[config.mk]
export PLATFORM = sky130hd
export DESIGN_NAME = multicycle_control
export DESIGN_NICKNAME = d
export VERILOG_FILES = /design/src/rtl/multicycle_control.sv
export SDC_FILE = /design/constraint.sdc
export NUM_CORES = 1
export LEC_CHECK = 0
export ABC_AREA = 1
export BUFFER_PORTS_ARGS = -buffer_cell sky130_fd_sc_hd__clkbuf_2
export CORE_AREA = 8 8 79 95
export DETAILED_ROUTE_END_ITERATION = 8
export DIE_AREA = 0 0 87 103
export MAX_ROUTING_LAYER = met4
export PLACE_DENSITY = 0.71
export SLEW_MARGIN = 20
export SYNTH_ARGS = -nofsm -noshare
export SYNTH_HDL_FRONTEND = slang
export SYNTH_SLANG_ARGS = --single-unit
[constraint.sdc]
create_clock -name clk -period 1.8 [get_ports clk]
set_input_delay 0.18 -clock clk [delete_from_list [all_inputs] [get_ports clk]]
set_output_delay 0.18 -clock clk [all_outputs]
set_load 0.1 [all_outputs]
[src/rtl/multicycle_control.sv]
// Main control FSM for the multicycle MIPS-subset datapath: sequences PC, IR,
// register file, ALU muxes and memory strobes, with memory wait, retire count and illegal-op flag.
module multicycle_control #(
   parameter int CNT_W = 32
) (
   input  logic             clk,
   input  logic             rst,
   input  logic [5:0]       opcode,
   input  logic             zero,
   input  logic             mem_ready,
   output logic             PC_en,
   output logic [1:0]       pc_src,
   output logic             IorD,
   output logic             branch,
   output logic             ir_write,
   output logic             mem_write,
   output logic             reg_write,
   output logic             reg_dst,
   output logic             mem_to_reg,
   output logic             alu_src_a,
   output logic [1:0]       alu_src_b,
   output logic [1:0]       alu_op,
   output logic [3:0]       state,
   output logic             illegal_op,
   output logic [CNT_W-1:0] retired
);

   // state  | meaning
   // FETCH  | read instruction at PC, PC += 4, wait on mem_ready
   // DECODE | register read, branch target into alu_out, dispatch on opcode
   // MEMADR | compute load/store address
   // MEMRD  | load data read, wait on mem_ready
   // MEMWB  | write loaded data to rt
   // MEMWR  | store data write, wait on mem_ready
   // EXEC   | R-type ALU operation
   // ALUWB  | write ALU result to rd
   // BRANCH | beq compare, PC <- target when zero
   // ADDIEX | addi ALU operation
   // ADDIWB | write addi result to rt
   // JUMP   | PC <- jump target
   localparam logic [3:0] S_FETCH  = 4'd0;
   localparam logic [3:0] S_DECODE = 4'd1;
   localparam logic [3:0] S_MEMADR = 4'd2;
   localparam logic [3:0] S_MEMRD  = 4'd3;
   localparam logic [3:0] S_MEMWB  = 4'd4;
   localparam logic [3:0] S_MEMWR  = 4'd5;
   localparam logic [3:0] S_EXEC   = 4'd6;
   localparam logic [3:0] S_ALUWB  = 4'd7;
   localparam logic [3:0] S_BRANCH = 4'd8;
   localparam logic [3:0] S_ADDIEX = 4'd9;
   localparam logic [3:0] S_ADDIWB = 4'd10;
   localparam logic [3:0] S_JUMP   = 4'd11;

   localparam logic [5:0] OP_RTYPE = 6'b000000;
   localparam logic [5:0] OP_J     = 6'b000010;
   localparam logic [5:0] OP_BEQ   = 6'b000100;
   localparam logic [5:0] OP_ADDI  = 6'b001000;
   localparam logic [5:0] OP_LW    = 6'b100011;
   localparam logic [5:0] OP_SW    = 6'b101011;

   logic [3:0]       state_q, state_d;
   logic             illegal_q, illegal_d;
   logic             is_sw_q, is_sw_d;
   logic [CNT_W-1:0] retired_q, retired_d;
   logic             retire;

   logic             pc_write_c, branch_c, ir_write_c, mem_write_c, reg_write_c;
   logic             iord_c, reg_dst_c, mem_to_reg_c, alu_src_a_c;
   logic [1:0]       pc_src_c, alu_src_b_c, alu_op_c;

   always_comb begin
      state_d   = state_q;
      illegal_d = illegal_q;
      is_sw_d   = is_sw_q;
      retire    = 1'b0;
      case (state_q)
         S_FETCH:  if (mem_ready) state_d = S_DECODE;
         S_DECODE: begin
            // load/store flavour is latched here so MEMADR does not depend on opcode later
            is_sw_d = (opcode == OP_SW);
            case (opcode)
               OP_LW, OP_SW: state_d = S_MEMADR;
               OP_RTYPE:     state_d = S_EXEC;
               OP_BEQ:       state_d = S_BRANCH;
               OP_ADDI:      state_d = S_ADDIEX;
               OP_J:         state_d = S_JUMP;
               default: begin
                  state_d   = S_FETCH;
                  illegal_d = 1'b1;
               end
            endcase
         end
         S_MEMADR: state_d = is_sw_q ? S_MEMWR : S_MEMRD;
         S_MEMRD:  if (mem_ready) state_d = S_MEMWB;
         S_MEMWB: begin
            state_d = S_FETCH;
            retire  = 1'b1;
         end
         S_MEMWR: if (mem_ready) begin
            state_d = S_FETCH;
            retire  = 1'b1;
         end
         S_EXEC:   state_d = S_ALUWB;
         S_ALUWB, S_BRANCH, S_ADDIWB, S_JUMP: begin
            state_d = S_FETCH;
            retire  = 1'b1;
         end
         S_ADDIEX: state_d = S_ADDIWB;
         default:  state_d = S_FETCH;
      endcase
      retired_d = retire ? retired_q + CNT_W'(1) : retired_q;
   end

   always_ff @(posedge clk) begin
      if (!rst) begin
         state_q   <= S_FETCH;
         illegal_q <= 1'b0;
         is_sw_q   <= 1'b0;
         retired_q <= '0;
      end else begin
         state_q   <= state_d;
         illegal_q <= illegal_d;
         is_sw_q   <= is_sw_d;
         retired_q <= retired_d;
      end
   end

   always_comb begin
      pc_write_c   = 1'b0;
      branch_c     = 1'b0;
      ir_write_c   = 1'b0;
      mem_write_c  = 1'b0;
      reg_write_c  = 1'b0;
      iord_c       = 1'b0;
      reg_dst_c    = 1'b0;
      mem_to_reg_c = 1'b0;
      alu_src_a_c  = 1'b0;
      pc_src_c     = 2'b00;
      alu_src_b_c  = 2'b00;
      alu_op_c     = 2'b00;
      case (state_q)
         S_FETCH: begin
            alu_src_b_c = 2'b01;
            ir_write_c  = mem_ready;
            pc_write_c  = mem_ready;
         end
         S_DECODE: alu_src_b_c = 2'b11;
         S_MEMADR: begin
            alu_src_a_c = 1'b1;
            alu_src_b_c = 2'b10;
         end
         S_MEMRD: iord_c = 1'b1;
         S_MEMWB: begin
            mem_to_reg_c = 1'b1;
            reg_write_c  = 1'b1;
         end
         S_MEMWR: begin
            iord_c      = 1'b1;
            mem_write_c = 1'b1;
         end
         S_EXEC: begin
            alu_src_a_c = 1'b1;
            alu_op_c    = 2'b10;
         end
         S_ALUWB: begin
            reg_dst_c   = 1'b1;
            reg_write_c = 1'b1;
         end
         S_BRANCH: begin
            alu_src_a_c = 1'b1;
            alu_op_c    = 2'b01;
            branch_c    = 1'b1;
            pc_src_c    = 2'b01;
         end
         S_ADDIEX: begin
            alu_src_a_c = 1'b1;
            alu_src_b_c = 2'b10;
         end
         S_ADDIWB: reg_write_c = 1'b1;
         S_JUMP: begin
            pc_src_c   = 2'b10;
            pc_write_c = 1'b1;
         end
         default: ;
      endcase
   end

   // every output is held low while reset is asserted, before the first reset edge too
   always_comb begin
      PC_en      = rst & (pc_write_c | (branch_c & zero));
      branch     = rst & branch_c;
      ir_write   = rst & ir_write_c;
      mem_write  = rst & mem_write_c;
      reg_write  = rst & reg_write_c;
      IorD       = rst & iord_c;
      reg_dst    = rst & reg_dst_c;
      mem_to_reg = rst & mem_to_reg_c;
      alu_src_a  = rst & alu_src_a_c;
      pc_src     = rst ? pc_src_c    : 2'b00;
      alu_src_b  = rst ? alu_src_b_c : 2'b00;
      alu_op     = rst ? alu_op_c    : 2'b00;
      state      = rst ? state_q     : 4'd0;
      illegal_op = rst & illegal_q;
      retired    = rst ? retired_q   : '0;
   end

endmodule

Word-level counts from Yosys, hierarchy flattened
Index checks and enable logic that the tools add are counted.
- add/sub/neg operators: 1
- equal/unequal tests: 19
- mux-type cells: 25
- bitwise logic cells: 13
- reduce and logical (&&, ||, !) cells: 11
- operators by type and width (operator ; count):
    $add 32x1->32 const B ; 1
    $mux 32 ; 1
    $pmux 4 s7 ; 1
    $pmux 4 s5 ; 1
    $eq 4x3->1 const B ; 4
    $eq 4x4->1 const B ; 4
    $mux 4 ; 4
    $eq 6x6->1 const B ; 2
    $and 1x1->1 ; 11
    $mux 1 ; 9
    $eq 4x2->1 const B ; 2
    $pmux 2 s2 ; 2
    $eq 6x2->1 const B ; 1
    $eq 6x3->1 const B ; 1
    $eq 6x4->1 const B ; 1
    $logic_not 6->1 ; 1
    $mux 2 ; 3
    $ne 2x2->1 const B ; 3
    $pmux 2 s3 ; 1
    $reduce_or 2->1 ; 3
    $reduce_or 6->1 ; 1
    $reduce_or 5->1 ; 1
    $eq 4x1->1 const B ; 1
    $logic_not 4->1 ; 1
    other kinds (8) ; 9
- bits in registers: 38
- input bits: 10

Logic depth before layout (Yosys ltp)
- depth in word-level cells: 5
- depth in mapped cells: 12

Worst setup path after synthesis
OpenSTA, ideal clock, no wires.
- path kind: input to output
- from: in rst
- to: out alu_src_b[0]
- data arrival time: 2.829 ns
- required time: 1.620 ns
- slack: -1.209 ns
- stages: 4
- cell sequence: buf_2 -> clkinv_1 -> clkbuf_1 -> nor3_1
- word-level cells in the longest chain between the ends: 1
- RTL lines (element ; line ; text):
    start, declared ; 7 ; input logic rst,
    $mux 2 ; 200 ; alu_src_b = rst ? alu_src_b_c : 2'b00;
    end, declared ; 21 ; output logic [1:0] alu_src_b,
No other way between the ends.

Final worst setup path
- from: reg state_q[3]
- to: out PC_en
- word-level cells in the longest chain between the ends: 5
- elaborated cells on any way between the ends: 8
- RTL lines (element ; line ; text):
    start, declared ; 61 ; logic [3:0] state_q, state_d;
    start signal, assigned ; 121 ; state_q <= state_d;
    $eq 4x4->1 ; 141 ; case (state_q)
    $mux 1 ; 141 ;
    $and 1x1->1 ; 190 ; PC_en = rst & (pc_write_c | (branch_c & zero));
    $or 1x1->1 * ; 190 ;
    $and 1x1->1 * ; 190 ;
    end, declared ; 11 ; output logic PC_en,
Every way passes the cells marked *; elsewhere a longest branch is shown, timed or not.

==> results.md <==
- Status: finished, final reports clean
- Clk sinks: 38
- Flop pwr share: 0.482
- Tot GR Track Use: 0.200
- Yosys top cell area share: 0.272
- Count leader, synth: nand2_1
- Antenna viol nets, final: 0
- First-pass GRT wire length: 14,100 microns
- Routed len/inst: 12.6 microns
- Pin count of the biggest net entering global routing: 36
- Area of the mapped netlist: 0.00280 sq mm
- Cts bufs inserted: 5
- Number of flops mapped to enable cells by yosys: 0
- Final Hold Vio Count: 0
- H-tree depth: 2
- Slew of the pin with the lowest slew margin: 0.312 ns
- Hold Crit Class: primary input to flip-flop
- Routed vias/inst: 4.98
- Ranking of synthesized cells by area: dfxtp_1 27%, nand2_1 24%, inv_1 9.7%
- Chip Width: 87 microns
- Grt met1 use: 0.204
- Clock Path Buffers: 2
- Layout cells sized above 1: 0.232
- FF+latch count, synth: 38
- Unrepaired setup endpoints after global routing: yes
- Netlist cell types: 31
- First-pass DRT Iterations: 4
- FF-to-FF setup slack: 0.17 ns
- Fin area: 0.00420 sq mm
- Post-route setup slack: 0.0764 ns
- HPWL Detailed: 6410 microns
- Clock transition at path regs: 0.07 ns
- Initial antenna violation count: 0
- Vias post-DR: 3,199
- Required @ worst endpoint: 1.62 ns
- Worst-skew pair later-pin latency: 0.29 ns
- Startpoint types: flip-flop
- Busiest grt layer: met2
- Layout area overhead: 50.0%
- # diodes: 0
- Worst Skew: 0.00466 ns
- Final slew viol count: 0
- I/O pin total: 62
- Routability congestion estimate: 0.982
- Fmax: 0.580 GHz
- Core Rows: 31
- Core area: 0.00593 sq mm
- DP Area: 0.00407 sq mm
- Starting Density: 0.472
- Comb power frac: 0.205
- Fin crit period: 1.72 ns
- IR drop worst, VDD: 400 uV
- Pwr Density: 428 mW/mm^2
- Root buf cell: clkbuf_8
- Remaining DRCs: 0
- Synthesized net count: 514
- Fin crit share: 0.958
- Mapped Avg Cell Area: 5.57 sq um
- Power share of the clock group: 0.313
- Mapped Cells: 503
- Post-Route Utilization: 0.708
- Crit-path cells: inv_2, nor2_4, inv_2, nor2_4, nand2_2, a31oi_4, buf_12
- # setup viols final: 0
- # hold bufs at CTS: 0
- Yosys Warn Count: 0
- Kind of critical path: flip-flop to output port
- Max cap viols: 0
- Max-slew headroom: 0.790
- CP max FO: 4
- Critical path's largest stage delay: 0.38 ns
- Highest-delay cell along the critical path: dfxtp_4
- Biggest area consumer among synthesized cells: dfxtp_1
- Routing usage on met2: 0.354
- Part of the Yosys area used for sequential elements: 0.272
- Die H: 103 microns
- Wirelength, routed: 8100 microns
- # nets final: 572
- Int Power: 1.24 mW
- Setup TNS: 0 ns
- Ys async rst share: 0
- Worst Setup End Kind: output port
- GRT overflow: 0
- Total power: 1.80 mW
- Switching share of power: 0.313
- Met3 Use GR: 0.0518
- Number of port buffers: 61
- Sw power: 563 uW
- Die area: 0.00896 sq mm
- CTS tree: yes
- DRT iter0 DRCs: 192
- Synth top cells by count: 176 x nand2_1, 72 x inv_1, 70 x nor2_1, 38 x dfxtp_1, 31 x a21oi_1
- WP data arrival: 1.54 ns
- Vias in the first global route: 3,308
- Synth Flop Type: dfxtp_1
- Static leakage: 1.77 nW
- Worst setup slack after placement: 0.183 ns
## stage by stage
step / std cells / hold slack [ns]
floorplan: 503 / 0.367
global placement: 636 / 0.432
detailed placement: 636 / 0.441
CTS: 643 / 0.209
global route: 643 / 0.250
finish: 643 / 0.212
## critical path, delay by kind of cell, from the launching register on
kind,cells,cell delay (ns)
AO/OA/AOI/OAI,1,0.20
buffers and inverters,3,0.34
flip-flops,1,0.38
AND/OR/NAND/NOR,3,0.32
## power groups by stage
stage | clock network [mW] | logic [mW] | registers, mW
floorplan | 0 | 0.248 | 0.882
global placement | 0 | 0.356 | 0.886
detailed placement | 0 | 0.362 | 0.888
CTS | 0.572 | 0.366 | 0.868
global route | 0.597 | 0.392 | 0.869
finish | 0.563 | 0.369 | 0.868
## sequential cells by signal (all words and copies together) (netlist names)
register,count
retired_q,32
state_q,4
illegal_q,1
is_sw_q,1
## cell type report
cell class              count  area [sq um]
fillers                   482          1730
flip-flops and latches     38           772
multi-input cells         368          1790
inverters                  81           304
repair buffers             67          1160
clock buffers               7          76.3
well taps                  82           103
## placed cells by master (no fill, tap or decap), drive strengths merged
master  instances
a31oi           2
a31o            1
and3            1
nor2           84
nand2         179
clkbuf         16
nand3          25
o21ai          15
dfxtp          38
o211ai          2
a21oi          31
buf            58
o22ai           1
nor3           15
o21bai          1
xnor2           2
clkinv          2
nand4           2
ha              1
xor2            5
nor4            1
inv            79
## cell families after synthesis
family,after synthesis,share of synthesized area
AND/OR/NAND/NOR,307,0.461
buffers and inverters,97,0.141
AO/OA/AOI/OAI,53,0.100
flip-flops,38,0.272
XOR/XNOR,7,0.0219
adder cells (fa/ha/maj),1,0.00447
## final timing paths
path / from / endpoint / cells past startpoint
min: opcode[4] / is_sw_q$_SDFFE_PN0P_ / 4
min reg2reg: illegal_q$_SDFFE_PN0P_ / illegal_q$_SDFFE_PN0P_ / 2
max: state_q[3]$_SDFFE_PN0P_ / PC_en / 7
max reg2reg: retired_q[2]$_SDFFE_PN0P_ / retired_q[25]$_SDFFE_PN0P_ / 7
## layer usage
layer / up-vias / part of all wire / wire length (microns)
li1: 1647 / - / -
met1: 1434 / 0.40 / 3250
met2: 99 / 0.51 / 4110
met3: 19 / 0.069 / 560
met4: 0 / 0.022 / 182
met5: - / 0 / 0
## what timing repair did
action	4_1_cts	5_1_grt
resized for setup	5	15
endpoints found under the setup margin	2	10
buffers inserted	0	0
pin swaps	0	3
endpoints found under the hold margin	0	0
(Power assumes the default switching activity.)
